**src/rtl/dvip_bram_pkg.sv**
```systemverilog
// Shared types and helpers for the DVP BRAM request bridge and its response FIFO.
package dvip_bram_pkg;

   localparam int BUS_DATA_W     = 32;
   localparam int BYTES_PER_WORD = BUS_DATA_W / 8;
   localparam int WIDX_SHIFT     = $clog2(BYTES_PER_WORD);

   typedef struct packed {
      logic [BUS_DATA_W-1:0] rdata;
      logic                  err;
      logic                  we;
   } rsp_t;

   // Expand each byte enable into eight identical bit strobes.
   function automatic logic [BUS_DATA_W-1:0] be2bitstrb(input logic [BYTES_PER_WORD-1:0] be);
      logic [BUS_DATA_W-1:0] strb;
      strb = '0;
      for (int i = 0; i < BYTES_PER_WORD; i++) begin
         strb[i*8 +: 8] = {8{be[i]}};
      end
      return strb;
   endfunction

endpackage

```
**src/rtl/dvip_bram_rsp_fifo.sv**
```systemverilog
// Small in-order response FIFO; pointers wrap modulo DEPTH, empty head reads as zero.
module dvip_bram_rsp_fifo
   import dvip_bram_pkg::*;
#(
   parameter int  DEPTH = 3,
   parameter type T     = rsp_t,
   localparam int CNT_W = $clog2(DEPTH + 1)
) (
   input  logic             clk,
   input  logic             rst,
   input  logic             push,
   input  T                 push_data,
   input  logic             pop,
   output T                 pop_data,
   output logic             full,
   output logic             empty,
   output logic [CNT_W-1:0] count
);

   localparam int PTR_W = (DEPTH > 1) ? $clog2(DEPTH) : 1;

   T                 mem [DEPTH];
   T                 zero_entry;
   logic [PTR_W-1:0] wr_ptr;
   logic [PTR_W-1:0] rd_ptr;
   logic             do_push;
   logic             do_pop;

   function automatic logic [PTR_W-1:0] next_ptr(input logic [PTR_W-1:0] p);
      return (p == PTR_W'(DEPTH - 1)) ? '0 : p + 1'b1;
   endfunction

   assign zero_entry = '0;
   assign full       = (count == CNT_W'(DEPTH));
   assign empty      = (count == '0);
   assign do_push    = push & ~full;
   assign do_pop     = pop & ~empty;
   assign pop_data   = empty ? zero_entry : mem[rd_ptr];

   // Storage needs no reset; only the occupancy bookkeeping is cleared.
   always_ff @(posedge clk) begin
      if (do_push) begin
         mem[wr_ptr] <= push_data;
      end
   end

   // Pointer and occupancy update; a simultaneous push and pop leaves count unchanged.
   always_ff @(posedge clk or posedge rst) begin
      if (rst) begin
         wr_ptr <= '0;
         rd_ptr <= '0;
         count  <= '0;
      end else begin
         if (do_push) begin
            wr_ptr <= next_ptr(wr_ptr);
         end
         if (do_pop) begin
            rd_ptr <= next_ptr(rd_ptr);
         end
         case ({do_push, do_pop})
            2'b10:   count <= count + 1'b1;
            2'b01:   count <= count - 1'b1;
            default: count <= count;
         endcase
      end
   end

   // The upstream credit scheme must never let a push hit a full FIFO.
   assert property (@(posedge clk) disable iff (rst) !(push && full));

endmodule

```
**src/rtl/dvip_bram_req_bridge.sv**
```systemverilog
// Request stage in front of a DVP byte-write BRAM: range check, RAM drive, in-order responses.
module dvip_bram_req_bridge
   import dvip_bram_pkg::*;
#(
   parameter int  DATA_W    = BUS_DATA_W,
   parameter int  RAM_DEPTH = 1024,
   parameter int  ADDR_W    = 16,
   parameter int  RSP_DEPTH = 3,
   localparam int RAM_AW    = $clog2(RAM_DEPTH),
   localparam int BE_W      = DATA_W / 8
) (
   input  logic              clk,
   input  logic              rst,
   input  logic              req_valid,
   output logic              req_ready,
   input  logic              req_we,
   input  logic [ADDR_W-1:0] req_addr,
   input  logic [BE_W-1:0]   req_be,
   input  logic [DATA_W-1:0] req_wdata,
   output logic              rsp_valid,
   input  logic              rsp_ready,
   output logic [DATA_W-1:0] rsp_rdata,
   output logic              rsp_err,
   output logic              rsp_we,
   output logic              ram_cs,
   output logic [RAM_AW-1:0] ram_addr,
   output logic              ram_we,
   output logic [DATA_W-1:0] ram_wstrb,
   output logic [DATA_W-1:0] ram_din,
   input  logic [DATA_W-1:0] ram_dout,
   input  logic              ram_ready
);

   // DATA_W is expected to match the package bus width that rsp_t is built on.
   localparam int CNT_W = $clog2(RSP_DEPTH + 1);

   logic [ADDR_W-1:0] widx;
   logic              oor;
   logic [CNT_W:0]    occupancy;
   logic              credit;
   logic              accept;
   logic              pend;
   logic              pend_we;
   logic              pend_oor;
   logic [CNT_W-1:0]  count;
   logic              full;
   logic              empty;
   rsp_t              push_data;
   rsp_t              head;

   // The range check runs on the full-width word index so high address bits cannot alias.
   assign widx = req_addr >> WIDX_SHIFT;
   assign oor  = (widx >= ADDR_W'(RAM_DEPTH));

   // Credit counts the queued entries plus the one still waiting for RAM data.
   assign occupancy = (CNT_W+1)'(pend) + (CNT_W+1)'(count);
   assign credit    = (occupancy < (CNT_W+1)'(RSP_DEPTH)) & ~full;
   assign req_ready = ~rst & ram_ready & credit;
   assign accept    = req_valid & req_ready;

   // RAM pins follow the request directly; only chip select is qualified.
   assign ram_cs    = accept & ~oor;
   assign ram_addr  = widx[RAM_AW-1:0];
   assign ram_we    = req_we;
   assign ram_din   = req_wdata;
   assign ram_wstrb = be2bitstrb(req_be);

   // Remember what was accepted last cycle so the RAM read data can be paired with it.
   always_ff @(posedge clk or posedge rst) begin
      if (rst) begin
         pend     <= 1'b0;
         pend_we  <= 1'b0;
         pend_oor <= 1'b0;
      end else begin
         pend     <= accept;
         pend_we  <= req_we;
         pend_oor <= oor;
      end
   end

   // Only in-range reads carry RAM data; writes and errors return zero.
   always_comb begin
      push_data       = '0;
      push_data.rdata = (~pend_we & ~pend_oor) ? ram_dout : '0;
      push_data.err   = pend_oor;
      push_data.we    = pend_we;
   end

   dvip_bram_rsp_fifo #(
      .DEPTH (RSP_DEPTH),
      .T     (rsp_t)
   ) u_rsp_fifo (
      .clk       (clk),
      .rst       (rst),
      .push      (pend),
      .push_data (push_data),
      .pop       (rsp_ready),
      .pop_data  (head),
      .full      (full),
      .empty     (empty),
      .count     (count)
   );

   assign rsp_valid = ~empty;
   assign rsp_rdata = head.rdata;
   assign rsp_err   = head.err;
   assign rsp_we    = head.we;

endmodule

```
**config.mk**
```make
export PLATFORM = sky130hd
export DESIGN_NAME = dvip_bram_req_bridge
export DESIGN_NICKNAME = d
export VERILOG_FILES = /design/src/rtl/dvip_bram_pkg.sv /design/src/rtl/dvip_bram_rsp_fifo.sv /design/src/rtl/dvip_bram_req_bridge.sv
export SDC_FILE = /design/constraint.sdc
export NUM_CORES = 1
export LEC_CHECK = 0
export CAP_MARGIN = 20
export CORE_UTILIZATION = 37
export CTS_BUF_LIST = sky130_fd_sc_hd__clkbuf_2
export DETAILED_ROUTE_END_ITERATION = 12
export PLACE_DENSITY = 0.68
export SLEW_MARGIN = 40
export SYNTH_ARGS = -nofsm -noshare
export SYNTH_HDL_FRONTEND = slang
export SYNTH_SLANG_ARGS = --single-unit
```
**constraint.sdc**
```tcl
create_clock -name clk -period 5.1 [get_ports clk]
set_input_delay 1.02 -clock clk [delete_from_list [all_inputs] [get_ports clk]]
set_output_delay 1.02 -clock clk [all_outputs]
set_load 0.02 [all_outputs]
```
==> impl_metrics.py <==
metrics = {
    "drt": {
        "drc": 0,
        "wirelength_um": 10200,
        "drtAntennaViolNets": 0,
        "first_pass_iters": 4,
        "vias_per_cell": 4.62,
        "drtIter0Drc": 96,
        "wl_per_cell_um": 18.4,
        "vias": 2567,
    },
    "floorplan": {
        "die_w_um": 122,
        "fp-row-count": 43,
        "start_util_pct": 38.2,
        "core-area_um2": 14000,
        "ioPinCount": 202,
        "dieArea_um2": 14900,
        "fp.dieH_um": 122,
    },
    "global_routing": {
        "antenna_found_initial": 0,
        "grt.overflow.total": 0,
        "track_usage_pct": 14.0,
        "grt_pass1_wl_um": 15000,
        "grt_pass1_vias": 2681,
        "grt_max_degree": 38,
    },
    "min_path": {
        "hold_class": "register to register",
        "min_to": "u_rsp_fifo.mem[2][0]",
        "whs_path_depth": 0,
        "min-delay-start": "pend_we",
    },
    "critical_path": {
        "cp_max_fo": 10,
        "timing.critical_path.buf_inv": 3,
        "reg2reg_slack_ns": 2.87,
        "crit_arrival_ns": 2.84,
        "worst_ep_required_time_ns": 4.08,
        "cp_slowest_cell": "clkdlybuf4s50_1",
        "start_kind": "input port",
        "ff2ff_path_depth": 3,
        "path_common_cell": "clkdlybuf4s50_1",
        "crit_chain": "clkdlybuf4s50_1 -> inv_1 -> and4_1 -> nor3b_1 -> clkdlybuf4s50_1",
        "timing.rr.end": "u_rsp_fifo.mem[1][31]",
        "slowest_delay_ns": 0.66,
        "critical_path.top_delay_family": "buffers and inverters",
        "end_kind": "primary output",
        "reg2reg_from": "u_rsp_fifo.count[0]",
        "crit_type": "input port to primary output",
    },
    "sta": {
        "fin_hold_ws_ns": 0.531,
        "final-hold-violation-count": 0,
        "rsz0062_at_grt": "false",
        "drv_slew": 0,
        "finalSetupViolations": 0,
        "max_freq_mhz": 259,
        "finClkSkew_ns": 0.0373,
        "period_minus_slack_ns": 3.86,
        "tightest_slew_ns": 0.680,
        "setup_tns_ns": 0,
        "slew_headroom_pct": 54.7,
        "period_share_pct": 75.8,
    },
    "clock_tree": {
        "cts_setup_buffers": 0,
        "cts_tree": "built",
        "cts_hold_buf": 0,
        "ctsResizeCount": 0,
        "cts_root_buffer": "clkbuf_2",
        "cts_sinks": 111,
        "path_clk_slew_ns": 0.32,
        "numCtsBuffers": 9,
        "clock_latency_ns": 0.59,
        "cts.htree.levels": 3,
        "cts_buffer_depth": 2,
    },
    "synthesis": {
        "synth-seq-cells": 111,
        "synth_cell_type_count": 29,
        "synth_fp_nets": 459,
        "yosysSeqAreaShare_pct": 61.5,
        "yosys_warnings": 0,
        "syn_inst": 366,
        "postSynthAreaPerCell_um2": 14.6,
        "synthesis.area_um2": 5350,
    },
    "power": {
        "sequentialPowerShare_pct": 46.2,
        "clockPowerShare_pct": 13.0,
        "p_leak_nw": 2.09,
        "p_switching_mw": 0.943,
        "peakVddDrop_mv": 0.199,
        "switching_share_pct": 35.6,
        "comb_power_share_pct": 40.7,
        "internal_power_mw": 1.71,
        "p_per_area_nw_per_um2": 453,
    },
    "status": {
        "outcome": "complete, no violations",
    },
    "run": {
        "drv_cap": 0,
    },
    "placement": {
        "gp_congestion": 0.707,
        "hpwl_um": 6640,
        "dp.cells": 540,
        "placed_cell_area_um2": 5760,
        "port_buffers": 79,
    },
    "layout": {
        "syn_to_final_growth_pct": 9.41,
        "nets": 464,
        "utilization_pct": 41.8,
        "drive_above_1_share_pct": 16.5,
        "fin_area_um2": 5850,
        "instances_no_fill": 556,
        "antenna_cells": 0,
    },
}
how the worst max path moves through the flow:
stage,start,end,slack [ns],cells past startpoint
after CTS,u_rsp_fifo.count[0],ram_cs,1.14,6
after floorplan,u_rsp_fifo.count[0],u_rsp_fifo.mem[2][0],1.32,3
after global routing,u_rsp_fifo.count[0],ram_cs,1.00,6
after global placement,rst,ram_cs,1.28,5
after detailed placement,rst,ram_cs,1.18,5
final,rst,ram_cs,1.24,5
routing by layer:
layer / vias to the layer above / routed length [um] / track usage [%]
met1: 1253 / 3770 / 14.7
met3: 18 / 668 / 3.56
met5: - / 0 / 0
li1: 1216 / - / -
met4: 0 / 172 / 5.64
met2: 80 / 5600 / 26.4
stage by stage:
stage	power, mW	setup WS (ns)
floorplan	1.99	1.32
global placement	2.33	1.28
detailed placement	2.34	1.18
CTS	2.70	1.14
global route	2.79	1.00
finish	2.65	1.24
power groups by stage:
stage                     clock network (mW)  registers [mW]  logic [mW]
after floorplan                            0            1.10       0.895
after global placement                     0            1.24        1.09
after detailed placement                   0            1.25        1.09
after CTS                              0.366            1.23        1.10
after global routing                   0.399            1.24        1.15
final                                  0.346            1.23        1.08
logic make-up (layout without fill, tap and decap cells):
family | Yosys count | count (layout) | synth area share, %
adder cells (fa/ha/maj) | 3 | 3 | 0.702
multiplexers | 68 | 68 | 15.4
AND/OR/NAND/NOR | 80 | 80 | 7.82
XOR/XNOR | 3 | 3 | 0.492
buffers and inverters | 94 | 104 | 13.2
AO/OA/AOI/OAI | 7 | 7 | 0.889
flip-flops | 111 | 111 | 61.5
worst register-to-register path, stage by stage (launching register included):
cell and delay, ns:
dfrtp_1 0.55, a21bo_2 0.32, nor3b_4 0.57, buf_4 0.48
final cells by class:
type | instances | area (um^2)
clock buffers | 9 | 45.0
clock inverters | 7 | 47.5
fillers | 1276 | 8140
inverters | 4 | 15.0
multi-input cells | 161 | 1380
flip-flops and latches | 111 | 3300
well taps | 180 | 225
repair buffers | 84 | 836
flip-flops by register name, summed over array words and instances (netlist names):
register           cells
u_rsp_fifo.wr_ptr      2
pend_oor               1
pend                   1
u_rsp_fifo.mem       102
u_rsp_fifo.count       2
u_rsp_fifo.rd_ptr      2
pend_we                1
cell usage after synthesis, drive strengths merged:
library cell | n | share of area, %
nor3b | 3 | 0.51
buf | 87 | 13
edfxtp | 102 | 57
nor3 | 2 | 0.19
o21ai | 2 | 0.19
nor2 | 37 | 2.6
mux2i | 34 | 6.4
nand2 | 2 | 0.14
clkbuf | 3 | 0.21
mux2 | 34 | 9.1
and4 | 1 | 0.16
ha | 3 | 0.70
xor2 | 1 | 0.16
and2 | 33 | 3.9
inv | 4 | 0.28
a21bo | 1 | 0.19
a21oi | 1 | 0.094
nand3 | 1 | 0.094
dfrtp | 9 | 4.2
xnor2 | 2 | 0.33
or4 | 1 | 0.21
a21o | 3 | 0.42
cells in the final DEF, fill, tap and decap left out, drive strengths merged:
| cell type | Yosys | final |
|---|---|---|
| ha | 3 | 3 |
| mux2 | 34 | 34 |
| inv | 4 | 5 |
| nor2 | 37 | 37 |
| clkinv | 0 | 6 |
| nor3b | 3 | 3 |
| xnor2 | 2 | 2 |
| dfrtp | 9 | 9 |
| a21oi | 1 | 1 |
| edfxtp | 102 | 102 |
| and2 | 33 | 33 |
| clkbuf | 3 | 9 |
| mux2i | 34 | 34 |
| a21bo | 1 | 1 |
| nand2 | 2 | 2 |
| clkdlybuf4s50 | 0 | 79 |
| and4 | 1 | 1 |
| buf | 87 | 5 |
| a21o | 3 | 3 |
| xor2 | 1 | 1 |
| or4 | 1 | 1 |
| o21ai | 2 | 2 |
| nand3 | 1 | 1 |
| nor3 | 2 | 2 |
No activity file was read; power rests on OpenSTA's default activity.
